==> src/rtl/microcode_phase_sequencer.sv <==
// Steps a microcode word's enabled phases RD/EX/MEM/WB, stalling in MEM until ack.
// Optional MEM watchdog enabled by defining MEM_TIMEOUT_EN.
module microcode_phase_sequencer #(
  parameter int MW             = 64,
  parameter int TIMEOUT_CYCLES = 255
) (
  input  logic          clk,
  input  logic          reset,
  input  logic          uword_valid,
  output logic          uword_ready,
  input  logic [MW-1:0] uword_in,
  output logic [3:0]    phase,
  output logic [MW-5:0] ctrl_out,
  output logic          mem_req,
  input  logic          mem_ack,
  output logic          retire,
  output logic          err,
  output logic [31:0]   retire_cnt
);

  typedef enum logic [2:0] {
    S_IDLE,
    S_RD,
    S_EX,
    S_MEM,
    S_WB
  } state_t;

  state_t        state_q, state_d;
  logic [3:0]    mask_q, mask_d;
  logic [MW-5:0] ctrl_q, ctrl_d;
  logic          err_q, err_d;
  logic [31:0]   cnt_q;
  logic [3:0]    new_mask;
  logic [3:0]    above;
  logic          done;
  logic          last;
  logic          tmo;

  function automatic state_t first_of(
    input logic [3:0] m
  );
    if (m[0])      return S_RD;
    else if (m[1]) return S_EX;
    else if (m[2]) return S_MEM;
    else if (m[3]) return S_WB;
    else           return S_IDLE;
  endfunction

  assign new_mask = uword_in[MW-1:MW-4];

`ifdef MEM_TIMEOUT_EN
  logic [7:0] tmo_q;

  // Counter rests at 0 outside MEM, so it is clear on entry.
  always_ff @(posedge clk or negedge reset) begin
    if (!reset) begin
      tmo_q <= '0;
    end else if (state_q != S_MEM) begin
      tmo_q <= '0;
    end else if (!mem_ack) begin
      tmo_q <= tmo_q + 8'd1;
    end
  end

  assign tmo = (state_q == S_MEM) && !mem_ack &&
               (tmo_q == 8'(TIMEOUT_CYCLES - 1));
`else
  logic unused_tmo;
  assign unused_tmo = (TIMEOUT_CYCLES != 0);
  assign tmo        = 1'b0;
`endif

  always_comb begin
    above = 4'b0000;
    done  = 1'b0;
    phase = 4'b0000;
    unique case (state_q)
      S_RD: begin
        above = mask_q & 4'b1110;
        done  = 1'b1;
        phase = 4'b0001;
      end
      S_EX: begin
        above = mask_q & 4'b1100;
        done  = 1'b1;
        phase = 4'b0010;
      end
      S_MEM: begin
        above = mask_q & 4'b1000;
        done  = mem_ack;
        phase = 4'b0100;
      end
      S_WB: begin
        done  = 1'b1;
        phase = 4'b1000;
      end
      default: ;
    endcase
  end

  assign last = (above == 4'b0000);

  always_comb begin
    state_d = state_q;
    mask_d  = mask_q;
    ctrl_d  = ctrl_q;
    err_d   = 1'b0;
    retire  = 1'b0;
    if (state_q == S_IDLE) begin
      if (uword_valid) begin
        if (new_mask == 4'b0000) begin
          err_d = 1'b1;
        end else begin
          state_d = first_of(new_mask);
          mask_d  = new_mask;
          ctrl_d  = uword_in[MW-5:0];
        end
      end
    end else if (tmo) begin
      state_d = S_IDLE;
      err_d   = 1'b1;
      ctrl_d  = '0;
    end else if (done) begin
      state_d = first_of(above);
      if (last) begin
        retire = 1'b1;
        ctrl_d = '0;
      end
    end
  end

  always_ff @(posedge clk or negedge reset) begin
    if (!reset) begin
      state_q <= S_IDLE;
      mask_q  <= '0;
      ctrl_q  <= '0;
      err_q   <= 1'b0;
      cnt_q   <= '0;
    end else begin
      state_q <= state_d;
      mask_q  <= mask_d;
      ctrl_q  <= ctrl_d;
      err_q   <= err_d;
      if (retire) cnt_q <= cnt_q + 32'd1;
    end
  end

  assign uword_ready = (state_q == S_IDLE);
  assign mem_req     = (state_q == S_MEM);
  assign ctrl_out    = ctrl_q;
  assign err         = err_q;
  assign retire_cnt  = cnt_q;

endmodule

==> config.mk <==
export PLATFORM = sky130hd
export DESIGN_NAME = microcode_phase_sequencer
export DESIGN_NICKNAME = d
export VERILOG_FILES = /design/src/rtl/microcode_phase_sequencer.sv
export SDC_FILE = /design/constraint.sdc
export NUM_CORES = 1
export LEC_CHECK = 0
export BUFFER_PORTS_ARGS = -buffer_cell sky130_fd_sc_hd__buf_2
export CORE_MARGIN = 5
export CORE_UTILIZATION = 48
export CTS_CLUSTER_DIAMETER = 30
export DETAILED_ROUTE_END_ITERATION = 10
export GPL_TIMING_DRIVEN = 1
export PLACE_DENSITY = 0.88
export SYNTH_ARGS = -nofsm -noshare
export SYNTH_HDL_FRONTEND = slang
export SYNTH_SLANG_ARGS = --single-unit
==> constraint.sdc <==
create_clock -name clk -period 2.5 [get_ports clk]
set_input_delay 0.25 -clock clk [delete_from_list [all_inputs] [get_ports clk]]
set_output_delay 0.25 -clock clk [all_outputs]
set_load 0.03 [all_outputs]
==> flow_summary_export.csv, run 1 <==
group,metric,value,unit
run_status,status,"completed",
sta,maxSlewHeadroom,58.14,%
clock_network,postCtsResizedCells,0,
yosys,postSynth.asyncResetShare,100.0,%
floorplan,ios,168,
drt,vias_per_cell,5.567,
yosys,yosys_most_used_dff,"dfrtp_1",
hold_path,hold_path_class,"input pin to flop",
sta,finalHoldViolCount,0,
layout,finalNetCount,564,
clock_network,htreeDepth,3,
drt,routed_wl,10580,um
global_route,grt_pass1_vias,3419,
worst_setup_path,cp_max_fo,18,
clock_network,cts_tree,"done",
layout,design_area,5293,um^2
yosys,yosys.area_share.adder,0.2965,%
placed_design,dp_hpwl,7630,um
worst_setup_path,ff2ff_setup_slack,0.33,ns
worst_setup_path,crit_slowest_cell,"dfrtp_1",
yosys,ys_warn_count,0,
yosys,synthXorXnorAreaFrac,6.433,%
placed_design,portBuffers,167,
sta,period_needed,2.254,ns
hold_path,min_to,"ctrl_out[6]",
worst_setup_path,worstPathRequired,2.25,ns
yosys,syn_inst,332,
layout,seq_area,2477,um^2
floorplan,dieArea,10770,um^2
floorplan,rows,34,
worst_setup_path,end_kind,"primary output",
worst_setup_path,crit_arrival,2.00,ns
floorplan,start_util,48.87,%
drt,route.antenna.remaining_nets,0,
clock_network,cts-buffers-inserted,9,
layout,layout_commonest_cell,"buf_2",
yosys,synth-compound-area-share,16.48,%
yosys,synth_edf_count,0,
clock_network,cts-root-buf,"clkbuf_8",
global_route,antenna_found_initial,0,
yosys,synthMuxAreaShare,0,%
sta,setup_viol,0,
yosys,synth_fp_nets,401,
floorplan,core-area,8636,um^2
global_route,grt_max_degree,63,
placed_design,routabilityCongestion,0.8083,
sta,post-route-period-util,90.16,%
run,maxCapViolations,0,
layout,n_antenna_cell,0,
sta,finalSetupTns,0,ns
layout,multi_input_area,1523,um^2
sta,fmax,443.7,MHz
clock_network,cts_hold_buf,1,
global_route,grt_use_total,19.40,%
yosys,synth_top_family_by_area,"compound AO/OA/AOI/OAI gates",
worst_setup_path,start_kind,"flop",
clock_network,clk_latency,0.36,ns
worst_setup_path,timing.rr.start,"state_q[0]",
clock_network,clock_sinks,99,
yosys,synth_simple_gate_area_share,12.84,%
drt,avgRoutedWirePerCell,17.40,um
yosys,ys_seq_area_share,58.70,%
hold_path,min-delay-start,"uword_in[6]",
worst_setup_path,worst-setup-path-type,"flop to primary output",
global_route,overflow,0,
worst_setup_path,reg2reg_to,"retire_cnt[29]",
power,powerDensity,1200,nW/um^2
power,irDropWorstVdd,765.1,uV
sta,rsz0062_at_grt,"no",
drt,drc,0,
global_route,grt_pass1_wl,17450,um
power,power.total,6.353,mW
worst_setup_path,cpPeakStageDelay,0.61,ns
layout,layout_common_cells,"buf_2, dfrtp_1, a22o_1",
yosys,yosysUniqueCellTypes,45,
drt,dr_total_vias,3385,
drt,drt_iter0_markers,127,
drt,dr.pass1.iters,5,
power,power.leakage,2.829,nW
floorplan,die_y,103.8,um
worst_setup_path,path_cells,"nor2_4 -> a311o_1 -> o211ai_4 -> inv_6 -> buf_2",
clock_network,path_clk_slew,0.11,ns
yosys,avgSynthCellArea,12.71,um^2
sta,holdWs,0.1048,ns
yosys,ys_seq_elements,99,
layout,drive_gt1_share,40.00,%
sta,tightest_slew,0.6279,ns
sta,finalClockSkew,0.01467,ns
layout,utilization,61.29,%
hold_path,hold_depth,2,
worst_setup_path,reg2regPathDepth,6,
layout,syn2layout_area_growth,25.41,%
floorplan,die_w,103.8,um
clock_network,cts_setup_buffers,0,
sta,maxSlewViolCount,0,
yosys,netlist_area,4220,um^2
layout,fillerInstances,712,
clock_network,cts_buffer_depth,2,
placed_design,placed_area,5075,um^2
[cell type report]
cell class | instances | share of cell area (%)
clock buffers | 9 | 2.340
clock inverters | 7 | 1.584
inverters | 9 | 0.7329
multi-input cells | 203 | 28.77
flip-flops and latches | 99 | 46.81
well taps | 108 | 2.553
repair buffers | 173 | 17.21
[cells in the mapped netlist, types with 2 or more instances]
library cell	count	share of area, %
dfrtp_1	99	59
a22o_1	61	13
nand2_1	20	1.8
xnor2_1	19	3.9
nand4_1	14	2.1
buf_6	13	3.5
xor2_1	12	2.5
nand3_1	9	1.1
inv_1	8	0.71
nor2_1	8	0.71
nor4_1	8	1.2
o21ai_0	6	0.71
and3_1	5	0.74
clkbuf_1	5	0.44
nor3_1	5	0.59
and4_1	4	0.83
and2_1	3	0.44
nor3b_1	3	0.53
a31oi_1	2	0.30
buf_2	2	0.24
nor2b_1	2	0.30
[sequential cells by signal (all words and copies together) (netlist names)]
register and flops:
retire_cnt 32, state_q 3, mask_q 3, err 1
ctrl_out 60
[how the worst max path moves through the flow]
stage	from	end	depth (start not counted)	slack, ns
after CTS	state_q[1]	retire	5	0.22
after floorplan	retire_cnt[4]	retire_cnt[29]	5	0.56
after detailed placement	state_q[0]	retire_cnt[29]	6	0.33
final	state_q[1]	retire	5	0.25
after global routing	state_q[1]	retire	5	0.13
after global placement	state_q[0]	retire_cnt[29]	6	0.43
[critical path: cells and delay by family, from the launching register on]
family,cells,cell delay [ns]
simple gates,1,0.10
buf+inv,2,0.32
compound gates,2,0.61
flops,1,0.61
[cell families (layout without fill, tap and decap cells)]
logic type,count (synthesis),count (layout)
compound gates,81,81
xor+xnor,31,31
fa+ha+maj,1,1
buf+inv,30,198
flops,99,99
simple gates,90,90
[power by group]
group	total, mW	internal, mW	switching [mW]
clock	1.06	0.481	0.583
sequential	2.33	2.00	0.328
combinational	2.96	0.986	1.98
total	6.35	3.46	2.89
[stage by stage]
step	setup WS [ns]	std cells
after floorplan	0.5624	332
after global placement	0.4259	591
after detailed placement	0.3347	591
after CTS	0.2217	608
after global routing	0.1296	608
final	0.2461	608
[per-layer routing]
layer	GRT usage [%]	vias to the layer above	share of wire, %
met2	31.65	121	50
met4	3.978	0	0.66
met3	5.659	7	7.3
met1	25.91	1708	42
li1	-	1549	-
met5	0	-	0
Power figures use the tool's default switching activity.
==> run 2, diff against run 1 <==
Settings changed: CORE_UTILIZATION 48 to 25, PLACE_DENSITY 0.88 to 0.56.
==> flow_summary_export.csv, run 2 (synthesis gave the netlist of run 1 again) <==
group,metric,value,unit
clock_network,cts-root-buf,"clkbuf_16",
global_route,grt_use_total,11.59,%
drt,drc,0,
sta,finalClockSkew,0.01361,ns
drt,dr.pass1.iters,4,
sta,finalHoldViolCount,0,
layout,seq_area,2477,um^2
drt,route.antenna.remaining_nets,0,
worst_setup_path,reg2reg_to,"ctrl_out[21]",
layout,drive_gt1_share,40.48,%
power,pwr-share-clk,21.2,%
floorplan,die_y,139.9,um
power,power.leakage,2.894,nW
sta,maxSlewHeadroom,56.00,%
hold_path,hold_depth,2,
layout,syn2layout_area_growth,31.87,%
power,pwr-share-seq,33.6,%
drt,drt_iter0_markers,156,
sta,finalSetupTns,0,ns
clock_network,clock_sinks,99,
layout,design_area,5565,um^2
worst_setup_path,start_kind,"flop",
placed_design,placed_area,5245,um^2
power,power_switching_share,43.39,%
layout,largest_reg_flops,60,
power,combPwrFrac,45.2,%
global_route,grt_pass1_vias,3471,
placed_design,portBuffers,167,
floorplan,core-area,16580,um^2
drt,dr_total_vias,3313,
clock_network,cts-buffers-inserted,9,
clock_network,htreeDepth,3,
drt,routed_wl,11400,um
global_route,antenna_found_initial,0,
floorplan,dieArea,19580,um^2
worst_setup_path,cp_max_fo,18,
worst_setup_path,timing.rr.start,"state_q[2]",
layout,layout_commonest_cell,"buf_2",
run_status,status,"completed",
floorplan,rows,47,
global_route,grt_pass1_wl,18430,um
power,irDropWorstVdd,501.6,uV
placed_design,routabilityCongestion,0.7974,
power,power_switching,2.942,mW
layout,multi_input_area,1523,um^2
worst_setup_path,end_kind,"primary output",
floorplan,ios,168,
run,maxCapViolations,0,
sta,holdWs,0.1273,ns
hold_path,min_to,"ctrl_out[42]",
sta,setup_viol,0,
sta,period_needed,2.190,ns
sta,tightest_slew,0.6599,ns
global_route,overflow,0,
worst_setup_path,ff2ff_setup_slack,0.34,ns
sta,rsz0062_at_grt,"no",
clock_network,cts_tree,"done",
floorplan,start_util,25.45,%
clock_network,clk_latency,0.35,ns
power,p_int,3.839,mW
worst_setup_path,crit_arrival,1.94,ns
sta,fmax,456.7,MHz
clock_network,path_clk_slew,0.07,ns
drt,avgRoutedWirePerCell,15.74,um
worst_setup_path,worst-setup-path-type,"flop to primary output",
layout,layout_common_cells,"buf_2, dfrtp_1, a22o_1",
drt,vias_per_cell,4.576,
sta,maxSlewViolCount,0,
placed_design,dp_hpwl,8426,um
layout,fillerInstances,1722,
global_route,grt_max_degree,51,
sta,post-route-period-util,87.59,%
hold_path,hold_path_class,"input pin to flop",
worst_setup_path,reg2regPathDepth,6,
floorplan,die_w,139.9,um
clock_network,postCtsResizedCells,0,
hold_path,min-delay-start,"uword_in[42]",
layout,n_antenna_cell,0,
power,powerDensity,1218,nW/um^2
layout,finalNetCount,568,
worst_setup_path,worstPathRequired,2.25,ns
clock_network,cts_buffer_depth,2,
-- run 2: cell types whose count changed in the layout (fill, tap and decap cells not counted) --
cell	change
buf_4	+4
inv_8	-1
clkinv_4	-1
clkinvlp_4	+1
clkbuf_8	-8
clkbuf_16	+9
-- run 2: area by class of cell --
type	count	area share, %
clock buffer	10	4.294
clock inverter	6	1.281
inverter	9	0.6969
multi-input combinational	203	27.36
sequential	99	44.51
tap	220	4.946
timing repair buffer	177	16.91
-- run 2: power by group through the flow --
stage               sequential [mW]  combinational [mW]  clock (mW)
floorplan                      2.93                1.77           0
global placement               2.30                3.04           0
detailed placement             2.30                3.11           0
CTS                            2.28                3.11        1.49
global route                   2.34                3.31        1.56
finish                         2.28                3.07        1.43
-- run 2: per-stage QoR --
step	util, %	setup WS [ns]	total power, mW	std cells
detailed placement	31.63	0.3455	5.406	707
global route	33.56	0.1682	7.206	724
floorplan	-	0.5624	4.704	332
global placement	31.63	0.3715	5.344	707
finish	33.56	0.3103	6.781	724
CTS	33.56	0.2704	6.883	724
-- run 2: worst max-delay path by stage --
stage | startpoint | to
floorplan | retire_cnt[4] | retire_cnt[29]
global placement | uword_in[60] | ctrl_out[21]
detailed placement | state_q[2] | ctrl_out[21]
CTS | state_q[2] | retire
global route | state_q[2] | ctrl_out[18]
finish | state_q[2] | retire
-- run 2: what timing repair did --
action | 4_1_cts | 5_1_grt
endpoints found under the hold margin | 49 | 0
setup buffers | 0 | 0
hold buffers | 1 | 0
-- run 2: routing by layer --
metal / up-vias / share of wire [%] / global-route usage [%]
li1: 1561 / - / -
met1: 1605 / 45 / 15.27
met2: 128 / 46 / 17.90
met3: 19 / 7.1 / 3.374
met4: 0 / 2.1 / 4.793
met5: - / 0 / 0
-- run 2: worst max-delay path, cell delays in order (launching register included) --
cell      delay, ns
dfrtp_1        0.56
a311o_1        0.38
o211ai_4       0.30
inv_6          0.14
buf_2          0.21
==> run 3, diff against run 2 <==
Settings changed: CORE_UTILIZATION 25 to 48, PLACE_DENSITY 0.56 to 0.88.
Clock period 2.5 ns to 2.3 ns, I/O delays scaled along.
==> flow_summary_export.csv, run 3 (synthesis gave the netlist of run 1 again) <==
group,metric,value,unit
global_route,grt_pass1_vias,3400,
worst_setup_path,cpPeakStageDelay,0.56,ns
sta,tightest_slew,0.6566,ns
power,irDropWorstVdd,617.5,uV
sta,maxSlewViolCount,0,
global_route,grt_max_degree,60,
worst_setup_path,ff2ff_setup_slack,0.27,ns
run,maxCapViolations,0,
drt,avgRoutedWirePerCell,16.83,um
sta,finalClockSkew,0.01046,ns
layout,drive_gt1_share,40.12,%
worst_setup_path,path_cells,"a311o_1 -> o211ai_4 -> inv_6 -> buf_2",
floorplan,die_y,103.8,um
layout,n_antenna_cell,0,
global_route,met1_usage,24.09,%
worst_setup_path,cp_max_fo,18,
sta,finalHoldViolCount,0,
layout,utilization,61.65,%
floorplan,start_util,48.87,%
global_route,antenna_found_initial,0,
drt,drt_iter0_markers,160,
drt,drc,0,
placed_design,portBuffers,167,
floorplan,ios,168,
global_route,overflow,0,
clock_network,cts-root-buf,"clkbuf_8",
global_route,grt_pass1_wl,16830,um
sta,post-route-period-util,91.00,%
worst_setup_path,crit_buf_inv,2,
clock_network,cts_setup_buffers,0,
run_status,status,"completed",
floorplan,dieArea,10770,um^2
sta,fmax,477.8,MHz
clock_network,htreeDepth,3,
worst_setup_path,reg2reg_to,"ctrl_out[53]",
sta,rsz0062_at_grt,"no",
layout,seq_area,2477,um^2
hold_path,hold_depth,2,
worst_setup_path,start_kind,"flop",
worst_setup_path,cp.depth,4,
power,powerDensity,1307,nW/um^2
global_route,grt.busiest_layer,"met2",
placed_design,routabilityCongestion,0.8643,
clock_network,cts_tree,"done",
sta,maxSlewHeadroom,56.23,%
clock_network,clk_latency,0.35,ns
clock_network,clock_sinks,99,
placed_design,dp_hpwl,7560,um
worst_setup_path,end_kind,"primary output",
drt,dr_total_vias,3325,
sta,period_needed,2.093,ns
floorplan,rows,34,
floorplan,die_w,103.8,um
floorplan,core-area,8636,um^2
layout,layout_common_cells,"buf_2, dfrtp_1, a22o_1",
layout,multi_input_area,1523,um^2
layout,largest_reg_flops,60,
worst_setup_path,timing.rr.start,"state_q[2]",
layout,layout_commonest_cell,"buf_2",
drt,dr.pass1.iters,4,
sta,finalSetupTns,0,ns
layout,fillerInstances,718,
sta,setup_viol,0,
layout,syn2layout_area_growth,26.15,%
power,power.leakage,2.843,nW
worst_setup_path,path_delay_family,"compound AO/OA/AOI/OAI gates",
drt,route.antenna.remaining_nets,0,
clock_network,postCtsResizedCells,0,
global_route,grt_use_total,18.67,%
drt,routed_wl,10250,um
sta,fin_ws,0.2071,ns
drt,vias_per_cell,5.460,
clock_network,path_clk_slew,0.10,ns
worst_setup_path,crit_arrival,1.86,ns
global_route,grt.met3_usage,5.473,%
placed_design,place_ws,0.2798,ns
clock_network,cts-buffers-inserted,9,
worst_setup_path,worstSetupEndpoint,"retire",
global_route,grtUsageMet2,31.24,%
hold_path,hold_path_class,"input pin to flop",
layout,finalNetCount,567,
worst_setup_path,worst-setup-path-type,"flop to primary output",
worst_setup_path,crit_start,"state_q[2]",
worst_setup_path,reg2regPathDepth,6,
clock_network,cts_buffer_depth,2,
worst_setup_path,worstPathRequired,2.07,ns
worst_setup_path,crit_slowest_cell,"dfrtp_1",
==> run 3: per-layer routing <==
metal	vias up	part of all wire, %
met2	139	49
met1	1629	43
li1	1549	-
met4	0	0.81
met3	8	7.2
met5	-	0
==> run 3: cell type report <==
type                            instances  share of cell area, %
Clock inverter                          5                  1.504
Inverter                                9                 0.7286
Sequential cell                        99                  46.53
Multi-Input combinational cell        203                  28.60
Clock buffer                            9                  2.327
Tap cell                              108                  2.538
Timing Repair Buffer                  176                  17.77
==> run 3: power breakdown <==
part           internal [mW]  switching (mW)  total (mW)
Clock                  0.599           0.551        1.15
Combinational           1.14            2.19        3.33
Sequential              2.17           0.311        2.48
==> run 3: metrics by stage <==
| step | std cells | total power [mW] | area, um^2 | hold WS [ns] |
|---|---|---|---|---|
| finish | 609 | 6.960 | 5324 | 0.09355 |
| global route | 609 | 7.379 | 5324 | 0.06606 |
| CTS | 609 | 7.055 | 5324 | 0.07852 |
| detailed placement | 594 | 5.882 | 5110 | 0.3013 |
| global placement | 594 | 5.737 | 5110 | 0.2940 |
| floorplan | 332 | 5.113 | 4220 | -0.06559 |
==> run 3: worst min path at each step <==
stage,startpoint,endpoint
2_1_floorplan,reset,ctrl_out[0]
4_1_cts,uword_in[44],ctrl_out[44]
5_1_grt,uword_in[1],ctrl_out[1]
6_report,uword_in[2],ctrl_out[2]
3_3_place_gp,reset,ctrl_out[38]
3_5_place_dp,reset,ctrl_out[41]
==> run 3: what timing repair did <==
action / CTS / global route
endpoints found under the setup margin: 0 / 0
endpoints found under the hold margin: 51 / 0
hold buffers: 1 / 0
